## src/rtl/uart_tx_fifo_if.sv

```systemverilog
// Push-side valid/ready handshake for uart_tx_fifo.
interface uart_tx_fifo_if #(
    parameter int unsigned PAYLOAD_BITS = 8
);
    logic [PAYLOAD_BITS-1:0] tx_data;
    logic                    tx_valid;
    logic                    tx_ready;

    modport master (output tx_data, output tx_valid, input tx_ready);
    modport slave  (input tx_data, input tx_valid, output tx_ready);
endinterface

```

## src/rtl/uart_tx_fifo.sv

```systemverilog
// UART transmitter fed by a circular FIFO; define UART_TX_PARITY_EN to insert
// an even-parity bit between the data bits and the stop bits.
module uart_tx_fifo #(
    parameter int unsigned CLK_HZ       = 50000000,
    parameter int unsigned BIT_RATE     = 115200,
    parameter int unsigned PAYLOAD_BITS = 8,
    parameter int unsigned STOP_BITS    = 1,
    parameter int unsigned FIFO_DEPTH   = 4
) (
    input  logic                          clk,
    input  logic                          resetn,
    uart_tx_fifo_if.slave                 tx,
    output logic                          uart_txd,
    output logic                          busy,
    output logic [$clog2(FIFO_DEPTH):0]   fifo_count
);
    localparam int unsigned CYCLES_PER_BIT = CLK_HZ / BIT_RATE;
    localparam int unsigned CYC_W = (CYCLES_PER_BIT > 1) ? $clog2(CYCLES_PER_BIT) : 1;
    localparam int unsigned IDX_W = $clog2(PAYLOAD_BITS);
    localparam int unsigned PTR_W = $clog2(FIFO_DEPTH);
    localparam int unsigned CNT_W = PTR_W + 1;

    typedef enum logic [2:0] {
        IDLE,
        START,
        DATA,
`ifdef UART_TX_PARITY_EN
        PARITY,
`endif
        STOP
    } state_t;

    logic [PAYLOAD_BITS-1:0] mem [FIFO_DEPTH];
    logic [PTR_W-1:0]        wr_ptr;
    logic [PTR_W-1:0]        rd_ptr;
    logic [CNT_W-1:0]        count;
    state_t                  state;
    logic [CYC_W-1:0]        cyc;
    logic [IDX_W-1:0]        bit_idx;
    logic [PAYLOAD_BITS-1:0] shreg;
`ifdef UART_TX_PARITY_EN
    logic                    parity_bit;
`endif
    logic                    push;
    logic                    pop;
    logic                    cyc_end;

    assign tx.tx_ready  = (count != CNT_W'(FIFO_DEPTH));
    assign busy         = (state != IDLE) || (count != '0);
    assign fifo_count   = count;
    assign push         = tx.tx_valid && tx.tx_ready;
    assign pop          = (state == IDLE) && (count != '0);
    assign cyc_end      = (cyc == CYC_W'(CYCLES_PER_BIT - 1));

    always_ff @(posedge clk) begin
        if (push) begin
            mem[wr_ptr] <= tx.tx_data;
        end
    end

    always_ff @(posedge clk) begin
        if (!resetn) begin
            wr_ptr <= '0;
            rd_ptr <= '0;
            count  <= '0;
        end else begin
            if (push) begin
                wr_ptr <= wr_ptr + 1'b1;
            end
            if (pop) begin
                rd_ptr <= rd_ptr + 1'b1;
            end
            case ({push, pop})
                2'b10:   count <= count + 1'b1;
                2'b01:   count <= count - 1'b1;
                default: count <= count;
            endcase
        end
    end

    // bit_idx doubles as the stop-bit counter while in STOP
    always_ff @(posedge clk) begin
        if (!resetn) begin
            state      <= IDLE;
            cyc        <= '0;
            bit_idx    <= '0;
            shreg      <= '0;
            uart_txd   <= 1'b1;
`ifdef UART_TX_PARITY_EN
            parity_bit <= 1'b0;
`endif
        end else begin
            case (state)
                IDLE: begin
                    uart_txd <= 1'b1;
                    cyc      <= '0;
                    bit_idx  <= '0;
                    if (pop) begin
                        shreg      <= mem[rd_ptr];
`ifdef UART_TX_PARITY_EN
                        parity_bit <= ^mem[rd_ptr];
`endif
                        uart_txd   <= 1'b0;
                        state      <= START;
                    end
                end
                START: begin
                    if (cyc_end) begin
                        cyc      <= '0;
                        uart_txd <= shreg[0];
                        state    <= DATA;
                    end else begin
                        cyc <= cyc + 1'b1;
                    end
                end
                DATA: begin
                    if (cyc_end) begin
                        cyc <= '0;
                        if (bit_idx == IDX_W'(PAYLOAD_BITS - 1)) begin
                            bit_idx  <= '0;
`ifdef UART_TX_PARITY_EN
                            uart_txd <= parity_bit;
                            state    <= PARITY;
`else
                            uart_txd <= 1'b1;
                            state    <= STOP;
`endif
                        end else begin
                            bit_idx  <= bit_idx + 1'b1;
                            shreg    <= shreg >> 1;
                            uart_txd <= shreg[1];
                        end
                    end else begin
                        cyc <= cyc + 1'b1;
                    end
                end
`ifdef UART_TX_PARITY_EN
                PARITY: begin
                    if (cyc_end) begin
                        cyc      <= '0;
                        uart_txd <= 1'b1;
                        state    <= STOP;
                    end else begin
                        cyc <= cyc + 1'b1;
                    end
                end
`endif
                STOP: begin
                    uart_txd <= 1'b1;
                    if (cyc_end) begin
                        cyc <= '0;
                        if (bit_idx == IDX_W'(STOP_BITS - 1)) begin
                            bit_idx <= '0;
                            state   <= IDLE;
                        end else begin
                            bit_idx <= bit_idx + 1'b1;
                        end
                    end else begin
                        cyc <= cyc + 1'b1;
                    end
                end
                default: begin
                    state    <= IDLE;
                    uart_txd <= 1'b1;
                end
            endcase
        end
    end
endmodule

```

## src/flat_wrapper.sv

```systemverilog
// flat-port wrapper written by rule: the top's interface ports become plain ports
module uart_tx_fifo_flat 
#(
    parameter int unsigned CLK_HZ       = 50000000,
    parameter int unsigned BIT_RATE     = 115200,
    parameter int unsigned PAYLOAD_BITS = 8,
    parameter int unsigned STOP_BITS    = 1,
    parameter int unsigned FIFO_DEPTH   = 4
)
  (clk, resetn, uart_txd, busy, fifo_count, tx_tx_data, tx_tx_valid, tx_tx_ready);
  uart_tx_fifo_if #(.PAYLOAD_BITS(PAYLOAD_BITS)) tx_i ();
  input  logic clk;
  input  logic resetn;
  output logic uart_txd;
  output logic busy;
  output logic [$clog2(FIFO_DEPTH):0] fifo_count;
  input wire logic [$bits(tx_i.tx_data)-1:0] tx_tx_data;
  input wire logic [$bits(tx_i.tx_valid)-1:0] tx_tx_valid;
  output wire logic [$bits(tx_i.tx_ready)-1:0] tx_tx_ready;
  assign tx_i.tx_data = tx_tx_data;
  assign tx_i.tx_valid = tx_tx_valid;
  assign tx_tx_ready = tx_i.tx_ready;
  uart_tx_fifo #(.CLK_HZ(CLK_HZ), .BIT_RATE(BIT_RATE), .PAYLOAD_BITS(PAYLOAD_BITS), .STOP_BITS(STOP_BITS), .FIFO_DEPTH(FIFO_DEPTH)) u_core (.clk(clk), .resetn(resetn), .tx(tx_i), .uart_txd(uart_txd), .busy(busy), .fifo_count(fifo_count));
endmodule
```

## config.mk

```make
export PLATFORM = sky130hd
export DESIGN_NAME = uart_tx_fifo_flat
export DESIGN_NICKNAME = d
export VERILOG_FILES = /design/src/rtl/uart_tx_fifo_if.sv /design/src/rtl/uart_tx_fifo.sv /design/src/flat_wrapper.sv
export SDC_FILE = /design/constraint.sdc
export NUM_CORES = 1
export LEC_CHECK = 0
export ABC_AREA = 1
export ABC_CLOCK_PERIOD_IN_PS = 3200
export CAP_MARGIN = 15
export CORE_ASPECT_RATIO = 2
export CORE_MARGIN = 5
export CORE_UTILIZATION = 60
export CTS_CLUSTER_SIZE = 12
export DETAILED_ROUTE_END_ITERATION = 16
export PLACE_DENSITY_LB_ADDON = 0.1
export SLEW_MARGIN = 15
export SYNTH_ARGS = -nofsm -noshare
export SYNTH_HDL_FRONTEND = slang
export SYNTH_SLANG_ARGS = --single-unit
export TNS_END_PERCENT = 1
```

## constraint.sdc

```tcl
create_clock -name clk -period 3.2 [get_ports clk]
set_input_delay 0.32 -clock clk [delete_from_list [all_inputs] [get_ports clk]]
set_output_delay 0.32 -clock clk [all_outputs]
set_load 0.005 [all_outputs]
```

Word level (Yosys, flattened, before mapping):

Memory sizes are Yosys's and may differ from the RTL's. A register that Yosys moved wholly into a read port is not among the register bits.
Cells that the tools add are included.

* $add $sub $neg: 6
* multiply operators: 0
* divide/modulo/power cells: 0
* order comparisons: 0
* eq/ne operators: 15
* shifts and indexed selects: 0
* mux-type cells: 28
* bitwise gates (word level): 0
* reductions and logical operators: 16

Operator list (count)
* $mux W3: 10
* $mux W8: 3
* $pmux W9 S2: 1
* $pmux W8 S2: 1
* $ne A2 B1 Y1 const B: 6
* $pmux W3 S4: 1
* $add A9 B1 Y9 const B: 1
* $eq A9 B9 Y1 const B: 1
* $mux W9: 1
* $pmux W3 S3: 1
* $reduce_bool A3 Y1: 3
* $add A3 B1 Y3 const B: 2
* $eq A3 B2 Y1 const B: 2
* $logic_not A3 Y1: 2
* $mux W1: 6
* $pmux W3 S2: 1
* $reduce_and A6 Y1: 1
* $reduce_bool A2 Y1: 3
* $add A2 B1 Y2 const B: 2
* $mux W2: 2
* $reduce_and A4 Y1: 1
* $eq A3 B1 Y1 const B: 1
* $eq A3 B3 Y1 const B: 1
* $ne A3 B3 Y1 const B: 1
* other kinds (10): 11

* bits in registers: 31
* latch bits: 0
* bits in writable memories: 32
* ROM bits: 0
* bits of input ports: 11
* output and inout port bits: 6
* logic and storage cells: 74
* memories kept: 1

Memory list
* u_core.mem: depth 4, bits a word 8, read ports 1, clocked after Yosys merged registers in 1, wr ports 1, line uart_tx_fifo.sv:33 `logic [PAYLOAD_BITS-1:0] mem [FIFO_DEPTH];`

Depth between registers and ports, before layout:

* depth after elaboration: 4
* depth in mapped cells: 11
* depth with buffers taken out: 10

Least setup slack after synthesis:

OpenSTA, ideal clock, no wires.

* path type: register to register
* from: register u_core.state[0]
* to: register u_core.count[2], in the netlist u_core.fifo_count[2]
* setup time: 0.070 ns
* arrival: 1.855 ns
* path slack: 1.275 ns
* cell stages (with the launch flop): 11
* buffers on the path: 0
* period minus slack after synthesis: 1.925 ns
* cells stage by stage: dfxtp_1 -> inv_1 -> ha_1 -> inv_1 -> a31oi_1 -> ha_1 -> fa_1 -> a21oi_1 -> o21a_1 -> o21ai_0 -> a21oi_1

* longest elaborated chain between the ends: 4
* elaborated cells between the ends (all ways): 6
* those cells by class: eq/ne: 2; mux: 1; reduce/logical: 3

Ends and longest elaborated chain
* start, declared: line uart_tx_fifo.sv:37 `state_t state;`
* start signal, assigned: line uart_tx_fifo.sv:84 `state <= IDLE;`
* start signal, assigned: line uart_tx_fifo.sv:104 `state <= START;`
* start signal, assigned: line uart_tx_fifo.sv:111 `state <= DATA;`
* $logic_not A3 Y1 (*): line uart_tx_fifo.sv:52 `assign pop = (state == IDLE) && (count != '0);`
* $logic_and A1 B1 Y1 (*): line uart_tx_fifo.sv:52
* net u_core.pop: line uart_tx_fifo.sv:45 `logic pop;`
* $eq A2 B1 Y1 / $eq A2 B2 Y1 (equally long branches): line uart_tx_fifo.sv:73 `case ({push, pop})`
* $pmux W3 S2 / $reduce_bool A2 Y1 (equally long branches)
* end signal, assigned: line uart_tx_fifo.sv:74 `2'b10: count <= count + 1'b1;`
* end signal, assigned: line uart_tx_fifo.sv:75 `2'b01: count <= count - 1'b1;`
* end signal, assigned: line uart_tx_fifo.sv:76 `default: count <= count;`
* end, declared: line uart_tx_fifo.sv:36 `logic [CNT_W-1:0] count;`

The timed path passes the listed nets; every way through them passes the cells marked *.
A chain may end at the register's enable or synchronous reset.

Worst setup path after layout:

* from: register u_core.state[0]
* to: output busy

* longest elaborated chain between the ends: 2

Ends and longest elaborated chain
* $reduce_bool A3 Y1: line uart_tx_fifo.sv:49 `assign busy = (state != IDLE) || (count != '0);`
* $logic_or A1 B1 Y1: line uart_tx_fifo.sv:49
* end, declared: line flat_wrapper.sv:15 `output logic busy;`

No other way between the ends.

==> metrics <==
run status=complete, no violations; Global Route Usage Sum=18.3%; Die Area=0.00646 sq mm; Area Overhead vs Synth=13.1%; share of synthesized flip-flops with an asynchronous set or reset=0%; post-cts hold buffer count=0; vias=2122; startpoint of the worst setup timing path=u_core.state[0]; maximum clock frequency=454 MHz; clock tree from TritonCTS=done; post-DR vias/cell=5.13; Slowest cell on crit path=sky130_fd_sc_hd__clkdlybuf4s50_1; Post-DP HPWL=3580 um; Clock H-tree levels=3; Post-Synth Adder-Cell Area=7.10%; final core utilization=68.7%; wire length per cell=11.9 um; IR Drop Worst-Case VDD=0.496 mV; first-pass GRT wire length=8680 um; Synth Area in XOR/XNOR=0.599%; global-route track usage on met3=5.33%; crit path capture type=primary output; most used standard cells in the synthesized netlist=65 x sky130_fd_sc_hd__nand2_1, 63 x sky130_fd_sc_hd__nor2_1, 33 x sky130_fd_sc_hd__inv_1, 33 x sky130_fd_sc_hd__o21ai_0; post-synthesis cell type with the largest combined area=sky130_fd_sc_hd__edfxtp_1; number of buffer and inverter stages on the critical path=2; met1 track demand over resource in global routing=17.1%; first drt pass iteration count=4; die height=109 um; clk buf depth=2; GRT overflow=0; share of the synthesized area in the top cell type=32.8%; r2r startpoint=u_core.state[0]; critical path start-end classification=reg -> out; critical path data required time=2.88 ns; MaxCap Viol Count=0; post-layout min period=2.20 ns; Final #Nets=379; transition time of the tightest slew-check pin=0.828 ns; clock buffer count from CTS=9; count of instances resized after the clock tree is built=0; hold crit path type=reg -> reg; count of flip-flops with a built-in enable after synthesis=32; unrepaired setup endpoints after global routing=no; final setup fails=0; Cell Rows=36; Yosys warnings=0; Seq cells post-synth=64; fillcell total=402; met2 GRT Util=34.2%; category of the worst setup path launch point=flip-flop; endpoint of the lowest-slack register-to-register path=u_core.fifo_count[2]; routing layer with the top usage in global route=met2; number of sinks driven by the clock tree=64; Max-slew headroom=44.6%; dominant combinational cell family by area after synthesis=simple AND/OR/NAND/NOR gates; Core ar.=0.00482 sq mm; total count of hold-check failures in the final report=0; Cell Pwr Density=832 mW/mm^2; via count of the first global-routing pass=2097; proportion of layout cells with a drive suffix above 1=7.84%; Top Family by Delay on Critical Path=buffers and inverters; overall power=2.75 mW; Gate Count Post-Synth=333; total setup buffers inserted after CTS=0; post-route antenna net violation count=0; ant diodes=0; final RePlAce weighted congestion=0.836; mean cell area of the mapped netlist=8.79 sq um; number of DRC violations after detailed routing=0; Tcrit/Tclk final=68.8%; number of antenna violations at the first check in global routing=0; root cell of the clock tree=sky130_fd_sc_hd__clkbuf_8; netlist area before placement=0.00293 sq mm; Pins Over Slew Limit=0; Distinct cells, synth=27; die span in x=59.4 um; crit-path max FO=4; Clk pin slew, worst setup/hold paths=0.07 ns; pin count of the biggest net entering global routing=21; number of top-level pins=17; effective utilization at floorplan=60.7%; critical path cell sequence=inv_1 -> ha_1 -> nand4_1 -> clkdlybuf4s50_1; port bufs=16; register-to-register path setup slack=1.07 ns; Compound-Gate Fraction of Synth Area=9.15%; most instantiated flip-flop cell in the synthesis netlist=sky130_fd_sc_hd__edfxtp_1; arrival time at the worst endpoint=1.88 ns; top post-synthesis cells by area=sky130_fd_sc_hd__edfxtp_1 33%, sky130_fd_sc_hd__dfxtp_1 22%, sky130_fd_sc_hd__nand2_1 8.3%; setup skew after layout=0.00767 ns; critical path depth=4; basic-gate share of the synthesized area counting and, or, nand and nor cells=21.9%; Final Hold Slack=0.467 ns; setup tns final=0 ns; total length of routed wires=4920 um; mux cell area share after synthesis=0%; synthesized netlist net count=360; Iteration-0 DRC Markers=79; sequential cell area fraction in the yosys report=54.7%; clk_lat worst skew=0.33 ns; cell with the most instances after synthesis=sky130_fd_sc_hd__nand2_1; Slowest Stage Delay on Critical Path=0.56 ns; Leak=1.36 nW; number of cells traversed by the worst register-to-register path=10; critical path endpoint=busy
==> routing by layer <==
| layer | routed length, um | vias to the layer above |
|---|---|---|
| met5 | 0 | - |
| met4 | 106 | 0 |
| met3 | 142 | 9 |
| met2 | 2770 | 22 |
| met1 | 1910 | 976 |
| li1 | - | 1115 |
==> per-stage QoR <==
| stage | std cells | setup slack (ns) | area (sq um) |
|---|---|---|---|
| 2_1_floorplan | 333 | 1.27 | 2930 |
| 3_3_place_gp | 398 | 1.10 | 3110 |
| 3_5_place_dp | 398 | 1.07 | 3110 |
| 4_1_cts | 414 | 0.982 | 3310 |
| 5_1_grt | 414 | 0.841 | 3310 |
| 6_report | 414 | 0.998 | 3310 |
==> final cells by class <==
cell class / count / area (sq um) / share of cell area (%)
Clock buffer: 9 / 124 / 3.74
Clock inverter: 7 / 72.6 / 2.19
Inverter: 37 / 139 / 4.19
Multi-Input combinational cell: 223 / 1130 / 34.3
Sequential cell: 64 / 1600 / 48.4
Tap cell: 57 / 71.3 / 2.15
Timing Repair Buffer: 17 / 168 / 5.06
==> logic make-up after synthesis <==
logic type               after synthesis
AO/OA/AOI/OAI                         52
XOR/XNOR                               2
adder cells (fa/ha/maj)               16
buffers and inverters                 46
flip-flops                            64
AND/OR/NAND/NOR                      153
==> worst reg2reg max path, delay by kind of cell, from the launching register on <==
kind	cells	cell delay (ns)
flip-flops	1	0.40
buffers and inverters	2	0.20
adder cells (fa/ha/maj)	3	0.90
AO/OA/AOI/OAI	5	0.55
==> cell usage in the layout (no fill, tap or decap) <==
cell type | synthesis | final
sky130_fd_sc_hd__a21oi_1 | 16 | 16
sky130_fd_sc_hd__a31oi_1 | 1 | 1
sky130_fd_sc_hd__buf_4 | 1 | 1
sky130_fd_sc_hd__bufinv_16 | 0 | 1
sky130_fd_sc_hd__clkbuf_8 | 0 | 9
sky130_fd_sc_hd__clkdlybuf4s50_1 | 0 | 16
sky130_fd_sc_hd__clkinv_2 | 0 | 1
sky130_fd_sc_hd__clkinvlp_4 | 0 | 5
sky130_fd_sc_hd__dfxtp_1 | 32 | 32
sky130_fd_sc_hd__edfxtp_1 | 32 | 32
sky130_fd_sc_hd__fa_1 | 1 | 1
sky130_fd_sc_hd__ha_1 | 15 | 15
sky130_fd_sc_hd__inv_1 | 33 | 33
sky130_fd_sc_hd__inv_2 | 4 | 4
sky130_fd_sc_hd__nand2_1 | 65 | 65
sky130_fd_sc_hd__nand2_2 | 3 | 3
sky130_fd_sc_hd__nand2_4 | 1 | 1
sky130_fd_sc_hd__nand3_1 | 10 | 10
sky130_fd_sc_hd__nand3_4 | 1 | 1
sky130_fd_sc_hd__nand4_1 | 2 | 2
sky130_fd_sc_hd__nor2_1 | 63 | 63
sky130_fd_sc_hd__nor3_1 | 3 | 3
sky130_fd_sc_hd__nor3b_1 | 4 | 4
sky130_fd_sc_hd__o21a_1 | 1 | 1
sky130_fd_sc_hd__o21ai_0 | 33 | 33
sky130_fd_sc_hd__o21ai_2 | 1 | 1
sky130_fd_sc_hd__or2_2 | 1 | 1
sky130_fd_sc_hd__xnor2_1 | 1 | 1
sky130_fd_sc_hd__xor2_1 | 1 | 1
==> worst min path at each step <==
stage                     startpoint               end  slack, ns  depth (start not counted)
global placement    u_core.rd_ptr[1]  u_core.rd_ptr[1]       0.45                          2
finish                 u_core.cyc[0]     u_core.cyc[0]       0.47                          1
CTS                 u_core.rd_ptr[1]         flip-flop       0.47                          2
detailed placement     u_core.cyc[0]     u_core.cyc[0]       0.46                          1
floorplan              tx_tx_data[0]  u_core.mem[0][0]       0.42                          0
global route        u_core.rd_ptr[1]         flip-flop       0.49                          2
==> report_power, final <==
| group | total [mW] | switching [mW] | internal [mW] |
|---|---|---|---|
| Combinational | 0.963 | 0.589 | 0.374 |
| Clock | 0.663 | 0.306 | 0.357 |
| Sequential | 1.13 | 0.104 | 1.02 |
| Total | 2.75 | 0.999 | 1.75 |
==> sequential cells by signal, indices dropped and copies added, names as in the netlist, 2 cells and up, named ones only <==
register,cells
u_core.state,2
u_core.bit_idx,3
u_core.cyc,9
u_core.wr_ptr,2
u_core.shreg,8
u_core.mem,32
u_core.fifo_count,3
u_core.rd_ptr,2
No activity file was read; power rests on OpenSTA's default activity.
